<file path="config.mk">
export PLATFORM = sky130hd
export DESIGN_NAME = pwm_frame_ctrl
export DESIGN_NICKNAME = d
export VERILOG_FILES = /design/src/rtl/pwm_pkg.sv /design/src/rtl/pwm_frame_timer.sv /design/src/rtl/pwm_frame_ctrl.sv
export SDC_FILE = /design/constraint.sdc
export NUM_CORES = 1
export LEC_CHECK = 0
export BUFFER_PORTS_ARGS = -buffer_cell sky130_fd_sc_hd__buf_2
export CAP_MARGIN = 20
export CORE_MARGIN = 2
export CORE_UTILIZATION = 60
export CTS_BUF_LIST = sky130_fd_sc_hd__clkbuf_16
export DETAILED_ROUTE_END_ITERATION = 16
export PLACE_DENSITY = 0.8
export SYNTH_ARGS = -nofsm -noshare
export SYNTH_HDL_FRONTEND = slang
export SYNTH_SLANG_ARGS = --single-unit
</file>
<file path="constraint.sdc">
create_clock -name CLK -period 9.6 [get_ports CLK]
set_clock_uncertainty 0.15 [all_clocks]
set_input_delay 2.88 -clock CLK [delete_from_list [all_inputs] [get_ports CLK]]
set_output_delay 2.88 -clock CLK [all_outputs]
set_load 0.1 [all_outputs]
</file>
<file path="src/rtl/pwm_pkg.sv">
// Shared types for the servo/ESC PWM frame controller: state encoding,
// channel bank layout and the pulse-width clamp.
package pwm_pkg;
  localparam int unsigned NUM_CH = 8;
  localparam int unsigned W_W    = 16;

  typedef logic [W_W-1:0]       width_t;
  typedef width_t [NUM_CH-1:0]  bank_t;

  typedef enum logic [1:0] {
    ST_DISARMED = 2'b00,
    ST_ARMING   = 2'b01,
    ST_ARMED    = 2'b10,
    ST_FAILSAFE = 2'b11
  } state_t;

  // Zero means channel off and is never raised to the lower clamp.
  function automatic width_t clamp_us(input width_t w, input width_t lo, input width_t hi);
    width_t r;
    if (w == '0)     r = '0;
    else if (w < lo) r = lo;
    else if (w > hi) r = hi;
    else             r = w;
    return r;
  endfunction
endpackage

</file>
<file path="src/rtl/pwm_frame_timer.sv">
// Frame timer phase-locked to the PWM generator: us prescaler plus frame
// counter, both held at zero while the generator is disabled.
module pwm_frame_timer #(
  parameter int unsigned CLK_PER_US = 50,
  parameter int unsigned FRAME_US   = 2500
) (
  input  logic CLK,
  input  logic RSTn,
  input  logic En,
  output logic Frame_Tick
);
  localparam int unsigned PW = (CLK_PER_US > 1) ? $clog2(CLK_PER_US) : 1;
  localparam int unsigned UW = (FRAME_US > 1) ? $clog2(FRAME_US) : 1;
  localparam logic [PW-1:0] PSC_MAX = PW'(CLK_PER_US - 1);
  localparam logic [UW-1:0] US_MAX  = UW'(FRAME_US - 1);

  logic [PW-1:0] psc;
  logic [UW-1:0] us_cnt;

  always_ff @(posedge CLK or negedge RSTn) begin
    if (!RSTn) begin
      psc    <= '0;
      us_cnt <= '0;
    end else if (!En) begin
      psc    <= '0;
      us_cnt <= '0;
    end else if (psc == PSC_MAX) begin
      psc    <= '0;
      us_cnt <= (us_cnt == US_MAX) ? '0 : us_cnt + 1'b1;
    end else begin
      psc <= psc + 1'b1;
    end
  end

  assign Frame_Tick = En && (psc == PSC_MAX) && (us_cnt == US_MAX);
endmodule

</file>
<file path="src/rtl/pwm_frame_ctrl.sv">
// Host-side controller for the 8-channel PWM generator: shadow/active width
// banks committed on frame boundaries, arming sequence and link-loss failsafe.
module pwm_frame_ctrl
  import pwm_pkg::*;
#(
  parameter int unsigned CLK_PER_US = 50,
  parameter int unsigned FRAME_US   = 2500,
  parameter int unsigned MIN_US     = 1000,
  parameter int unsigned MAX_US     = 2000,
  parameter int unsigned FS_US      = 1000,
  parameter int unsigned ARM_FRAMES = 400,
  parameter int unsigned TIMEOUT_FR = 40
) (
  input  logic                          CLK,
  input  logic                          RSTn,
  input  logic                          Wr_Valid,
  output logic                          Wr_Ready,
  input  logic [2:0]                    Wr_Ch,
  input  logic [W_W-1:0]                Wr_Data,
  input  logic                          Commit,
  input  logic                          Arm_Req,
  input  logic                          Disarm_Req,
  output logic [NUM_CH-1:0][W_W-1:0]    Ch_W,
  output logic                          PWM_En,
  output logic [1:0]                    State,
  output logic                          Frame_Tick
);
  localparam width_t MIN_W = width_t'(MIN_US);
  localparam width_t MAX_W = width_t'(MAX_US);
  localparam width_t FS_W  = width_t'(FS_US);
  localparam int unsigned TW = $clog2(TIMEOUT_FR + 1);
  localparam logic [TW-1:0] TO_MAX  = TW'(TIMEOUT_FR);
  localparam logic [TW-1:0] TO_LAST = TW'(TIMEOUT_FR - 1);
  localparam logic [8:0]    ARM_LAST = 9'(ARM_FRAMES - 1);

  state_t        state;
  bank_t         shadow, active, active_nxt, fs_bank;
  logic          pending, wr_acc, commit_acc, transfer;
  logic [8:0]    arm_cnt;
  logic [TW-1:0] to_cnt;

  pwm_frame_timer #(
    .CLK_PER_US (CLK_PER_US),
    .FRAME_US   (FRAME_US)
  ) u_timer (
    .CLK        (CLK),
    .RSTn       (RSTn),
    .En         (PWM_En),
    .Frame_Tick (Frame_Tick)
  );

  assign Wr_Ready   = !pending;
  assign wr_acc     = Wr_Valid && !pending;
  assign commit_acc = Commit && !pending;
  // With the generator stopped there are no ticks, so a pending bank moves at once.
  assign transfer   = pending && (Frame_Tick || !PWM_En);
  assign State      = state;

  always_comb begin
    active_nxt = transfer ? shadow : active;
    fs_bank    = '0;
    for (int unsigned i = 0; i < NUM_CH; i++)
      fs_bank[i] = (active_nxt[i] == '0) ? '0 : FS_W;
  end

  always_ff @(posedge CLK or negedge RSTn) begin
    if (!RSTn) begin
      shadow  <= '0;
      active  <= '0;
      pending <= 1'b0;
    end else begin
      if (wr_acc)
        shadow[Wr_Ch] <= clamp_us(Wr_Data, MIN_W, MAX_W);
      if (transfer) begin
        active  <= shadow;
        pending <= 1'b0;
      end else if (commit_acc) begin
        pending <= 1'b1;
      end
    end
  end

  always_ff @(posedge CLK or negedge RSTn) begin
    if (!RSTn) begin
      state   <= ST_DISARMED;
      PWM_En  <= 1'b0;
      Ch_W    <= '0;
      arm_cnt <= '0;
      to_cnt  <= '0;
    end else begin
      if (commit_acc)
        to_cnt <= '0;
      else if (Frame_Tick && to_cnt != TO_MAX)
        to_cnt <= to_cnt + 1'b1;

      if (Disarm_Req) begin
        state  <= ST_DISARMED;
        PWM_En <= 1'b0;
        Ch_W   <= '0;
      end else begin
        case (state)
          ST_DISARMED: if (Arm_Req) begin
            state   <= ST_ARMING;
            PWM_En  <= 1'b1;
            Ch_W    <= {NUM_CH{MIN_W}};
            arm_cnt <= '0;
          end
          ST_ARMING: if (Frame_Tick) begin
            if (arm_cnt == ARM_LAST) begin
              state  <= ST_ARMED;
              Ch_W   <= active_nxt;
              to_cnt <= '0;
            end else begin
              arm_cnt <= arm_cnt + 1'b1;
            end
          end
          ST_ARMED: if (Frame_Tick) begin
            if (!commit_acc && to_cnt >= TO_LAST) begin
              state <= ST_FAILSAFE;
              Ch_W  <= fs_bank;
            end else begin
              Ch_W <= active_nxt;
            end
          end
          ST_FAILSAFE: if (Frame_Tick) begin
            if (transfer) begin
              state  <= ST_ARMED;
              Ch_W   <= active_nxt;
              to_cnt <= '0;
            end else begin
              Ch_W <= fs_bank;
            end
          end
          default: state <= ST_DISARMED;
        endcase
      end
    end
  end
endmodule

</file>
After elaboration in Yosys (flattened, before gate mapping)

Index checks and enable logic that the tools add are counted.

Output and inout port bits: 133
Bits of input ports: 25
Register bits after elaboration: 421
Logic and storage cells: 145

Bitwise operators: 1
Eq/ne operators: 18
Reductions and logical operators: 30
Add/subtract/negate cells: 4
Muxes and demuxes: 56
$lt $le $gt $ge: 5

Operators by type and width:

| operator              | count |
|---|---|
| $mux 128              | 9 |
| $pmux 128 s4          | 1 |
| $logic_not 16->1      | 9 |
| $bwmux 128            | 1 |
| $mux 10               | 8 |
| $mux 16               | 5 |
| $mux 6                | 9 |
| $demux 16 s3          | 1 |
| $mux 12               | 3 |
| $mux 9                | 3 |
| $ne 3x3->1 const B    | 7 |
| $pmux 9 s2            | 1 |
| $gt 16x11->1 const B  | 1 |
| $lt 16x10->1 const B  | 1 |
| $mux 2                | 8 |
| $add 12x1->12 const B | 1 |
| $add 6x1->6 const B   | 2 |
| $eq 12x12->1 const B  | 1 |
| $pmux 6 s2            | 1 |
| $reduce_and 5->1      | 2 |
| $add 9x1->9 const B   | 1 |
| $eq 9x9->1 const B    | 1 |
| $logic_and 1x1->1     | 8 |
| $pmux 2 s4            | 1 |
| other kinds (17)      | 29 |

Longest topological paths before layout

Depth after elaboration: 12
Mapped depth: 11
Gate-level depth less buffers: 8

Modules after synthesis

A second synthesis with hierarchy kept.

Cells, all modules: 1872
Area, all modules: 18863.1 um2

By module, submodules not included:

| module          | times used | cells an instance | area each (um2) | seq. area each (um2) |
|---|---|---|---|---|
| pwm_frame_ctrl  | 1          | 1763              | 17814.6         | 10084.7 |
| pwm_frame_timer | 1          | 109               | 1048.5          | 450.4 |

Worst setup path after synthesis

OpenSTA, ideal clock, no wires.

Kind: reg-to-output
Start: register PWM_En
End: output Frame_Tick
Slack: 3.758 ns
Cell stages (with the launch flop): 3
Required time: 6.570 ns
Data arrival time: 2.812 ns
Buffers on the path: 0
Path through: dfrtp_1 nand3_1 nor2_1

Word-level cells in the longest chain between the ends: 2

RTL lines:

| what                            | line                  | RTL |
|---|---|---|
| start: declaration              | pwm_frame_ctrl.sv:24  | `output logic PWM_En,` |
| start signal: assignment        | pwm_frame_ctrl.sv:86  | `PWM_En <= 1'b0;` |
| start signal: assignment        | pwm_frame_ctrl.sv:98  | `PWM_En <= 1'b0;` |
| start signal: assignment        | pwm_frame_ctrl.sv:104 | `PWM_En <= 1'b1;` |
| $logic_and 1x1->1 (2 in series) | pwm_frame_timer.sv:35 | `assign Frame_Tick = En && (psc == PSC_MAX) && (us_cnt == US_MAX);` |
| end: declaration                | pwm_frame_ctrl.sv:26  | `output logic Frame_Tick` |

No other way between the ends.

Final worst setup path

Start: register u_timer.psc[1]
End: output Frame_Tick

Word-level cells in the longest chain between the ends: 3

RTL lines:

| what                            | line                  | RTL |
|---|---|---|
| start: declaration              | pwm_frame_timer.sv:17 | `logic [PW-1:0] psc;` |
| start signal: assignment        | pwm_frame_timer.sv:31 | `psc <= psc + 1'b1;` |
| $eq 6x6->1                      | pwm_frame_timer.sv:35 |  |
| $logic_and 1x1->1 (2 in series) | pwm_frame_timer.sv:35 |  |

No other way between the ends.

==> impl_metrics.py <==
metrics = {
    "outcome": {
        "run_status": "finished clean",
    },
    "clocking": {
        "cts_buffers": 43,
        "path_clk_slew_ns": 0.06,
        "clock_latency_ns": 0.54,
        "cts_sinks": 421,
        "holdBufCountCts": 0,
        "h-tree-depth": 2,
        "root_buffer": "clkbuf_16",
        "cts_setup_buffers": 0,
        "post_cts_resized": 0,
        "clockBufferDepth": 3,
        "cts_tree": "yes",
    },
    "power": {
        "p_leak_nw": 10.4,
        "power_density_nw_per_um2": 224,
        "ir_drop_v": 0.000167,
    },
    "setup_path": {
        "timing.reg2reg.setup_slack_ns": 5.01,
        "reg2reg_from": "u_timer.psc[1]",
        "endpoint_kind": "primary output",
        "r2r_end": "Ch_W[78]",
        "cp-start-kind": "flop",
        "rr_worst_depth": 9,
        "worstSetupPathType": "reg2out",
        "worstPathRequired_ns": 6.57,
        "worstPathArrival_ns": 2.90,
        "cp_max_fo": 9,
    },
    "placement": {
        "dpl_worst_slack_ns": 4.20,
        "dp.cells": 2177,
        "portBuffers": 157,
        "hpwl_um": 32100,
        "place_congestion": 0.882,
    },
    "floorplan": {
        "die-width_um": 182,
        "die_y_um": 182,
        "core_um2": 31300,
        "io-pin-count": 158,
        "die-area_um2": 33000,
        "fp-row-count": 65,
        "initial_core_util_pct": 60.5,
    },
    "route": {
        "drtPass1Iterations": 7,
        "drc": 0,
        "num_vias": 14911,
        "post_drt_wl_per_cell_um": 22.9,
        "drt_iter0_markers": 1760,
        "viasPerCell": 6.61,
        "ant_nets": 0,
        "routed_wl_um": 51600,
    },
    "yosys": {
        "ys_seq_elements": 421,
        "synth.avg_cell_area_um2": 11.1,
        "syn_inst": 1700,
        "syn_nets": 1731,
        "syn_area_um2": 18900,
        "synth_top_cell_area_share_pct": 55.6,
        "yosysTopAreaCell": "dfrtp_1",
        "synth_edf_count": 0,
        "synthTopCellsByArea": "dfrtp_1 56%, a221o_1 6.3%, mux2_4 5.7%",
        "yosysSeqAreaShare_pct": 55.6,
        "yosysWarnings": 0,
        "async_flop_share_pct": 100,
        "synthTopCellsByCount": "421 x dfrtp_1, 246 x nand2_1, 120 x a221o_1, 85 x nor2b_1, 78 x clkbuf_1",
        "yosysMostFrequentCell": "dfrtp_1",
        "synth.distinct_cells": 51,
        "ys.flop_type": "dfrtp_1",
    },
    "worst_hold_path": {
        "whs_path_depth": 1,
        "hold_start": "Ch_W[80]",
        "hold_class": "reg2reg",
        "min_to": "Ch_W[80]",
    },
    "timing": {
        "timing.final.crit_share_pct": 61.8,
        "finalSetupViolCount": 0,
        "min_period_ns": 5.93,
        "setup_tns_ns": 0,
        "fmax_mhz": 169,
        "final.setup.worst_slack_ns": 3.67,
        "rsz0062_at_grt": "no",
        "hold_viol_final": 0,
        "holdWs_ns": 0.343,
        "max_slew_margin_pct": 20.9,
        "slew_violations": 0,
        "tightestPinTransition_ns": 1.19,
    },
    "global_routing": {
        "grt_max_degree": 189,
        "grtUsageTotal_pct": 31.3,
        "overflow": 0,
        "antenna_found_initial": 3,
        "grt_pass1_wl_um": 82000,
        "grt_pass1_vias": 14665,
    },
    "finish": {
        "final_cell_count_no_fill": 2255,
        "drive_gt1_share_pct": 17.9,
        "area_delta_synth_final_pct": 12.4,
        "fin_nets": 1852,
    },
    "run": {
        "cap_violations": 0,
    },
}
==> cell families after synthesis <==
kind of cell	after synthesis	share of synthesized area (%)
AND/OR/NAND/NOR	663	18.4
buffers and inverters	168	4.00
multiplexers	98	7.18
adder cells (fa/ha/maj)	6	0.396
XOR/XNOR	18	0.832
AO/OA/AOI/OAI	326	13.6
flip-flops	421	55.6
==> sequential cells by signal (all words and copies together) (netlist names) <==
signal          flops
active            128
u_timer.psc         6
Ch_W              128
pending             1
State               2
PWM_En              1
shadow            128
to_cnt              6
u_timer.us_cnt     12
arm_cnt             9
==> layer usage <==
layer	vias to the layer above	share of wire [%]	global-route usage [%]
met5	-	0	0
met4	0	5.1	15.2
met3	174	8.0	4.91
met2	765	45	47.9
met1	7495	42	44.3
li1	6477	-	-
==> how the worst max path moves through the flow <==
| stage | slack [ns] | cells past startpoint | end | from |
|---|---|---|---|---|
| 5_1_grt | 3.43 | 6 | Frame_Tick | u_timer.psc[1] |
| 6_report | 3.67 | 6 | Frame_Tick | u_timer.psc[1] |
| 3_5_place_dp | 4.20 | 8 | Ch_W[84] | Commit |
| 2_1_floorplan | 3.76 | 2 | Frame_Tick | PWM_En |
| 4_1_cts | 3.69 | 6 | Frame_Tick | u_timer.psc[1] |
| 3_3_place_gp | 4.32 | 8 | Ch_W[77] | Commit |
==> report_power, final <==
part	total (W)	internal (W)	switching (W)
clock network	0.00157	0.000890	0.000681
logic	0.000979	0.000322	0.000658
registers	0.00223	0.00200	0.000232
==> area by class of cell <==
class / instances / area, um^2
Sequential cell: 421 / 10500
Fill cell: 2210 / 10000
Multi-Input combinational cell: 1111 / 7710
Clock buffer: 43 / 1080
Timing Repair Buffer: 181 / 1020
Tap cell: 402 / 503
Inverter: 63 / 236
Clock inverter: 32 / 214
Antenna cell: 2 / 5.00
==> metrics by stage <==
stage	total power [W]	cell area, um^2	util (%)
finish	0.00478	21300	68.0
global route	0.00497	21300	68.0
CTS	0.00477	21300	67.9
detailed placement	0.00321	20000	63.8
global placement	0.00317	20000	63.8
floorplan	0.00293	18900	-
==> cell usage in the layout (no fill, tap or decap), types with 5 or more instances in the layout <==
master / Yosys / routed
xor2_1: 11 / 11
nand4b_1: 5 / 5
nand2b_1: 10 / 10
a221o_1: 120 / 120
buf_2: 11 / 156
nand2_1: 246 / 246
mux2i_1: 10 / 10
buf_4: 0 / 21
inv_1: 62 / 73
nor3b_1: 44 / 42
and3b_1: 9 / 9
a21oi_1: 27 / 26
nor3_1: 6 / 6
xnor2_1: 7 / 7
nand4_1: 14 / 14
a311oi_1: 48 / 48
nor2_1: 40 / 40
and2_1: 33 / 33
and4_1: 10 / 10
clkinv_1: 1 / 13
o31ai_1: 13 / 13
o21ai_0: 77 / 77
a32o_1: 8 / 8
mux2_4: 72 / 72
nor4_1: 65 / 65
and3_1: 7 / 7
nor2b_1: 85 / 85
clkbuf_16: 0 / 43
o211ai_1: 18 / 18
mux2_2: 16 / 16
ha_1: 6 / 6
nand3_1: 75 / 75
dfrtp_1: 421 / 420
==> worst max-delay path, stage by stage (launching register included) <==
cell and delay, ns:
dfrtp_1 0.40, inv_1 0.06, ha_1 0.13, nor4bb_1 0.57, nand3_1 0.43, nor2_1 0.31
buf_2 0.48
No activity file was read; power rests on OpenSTA's default activity.
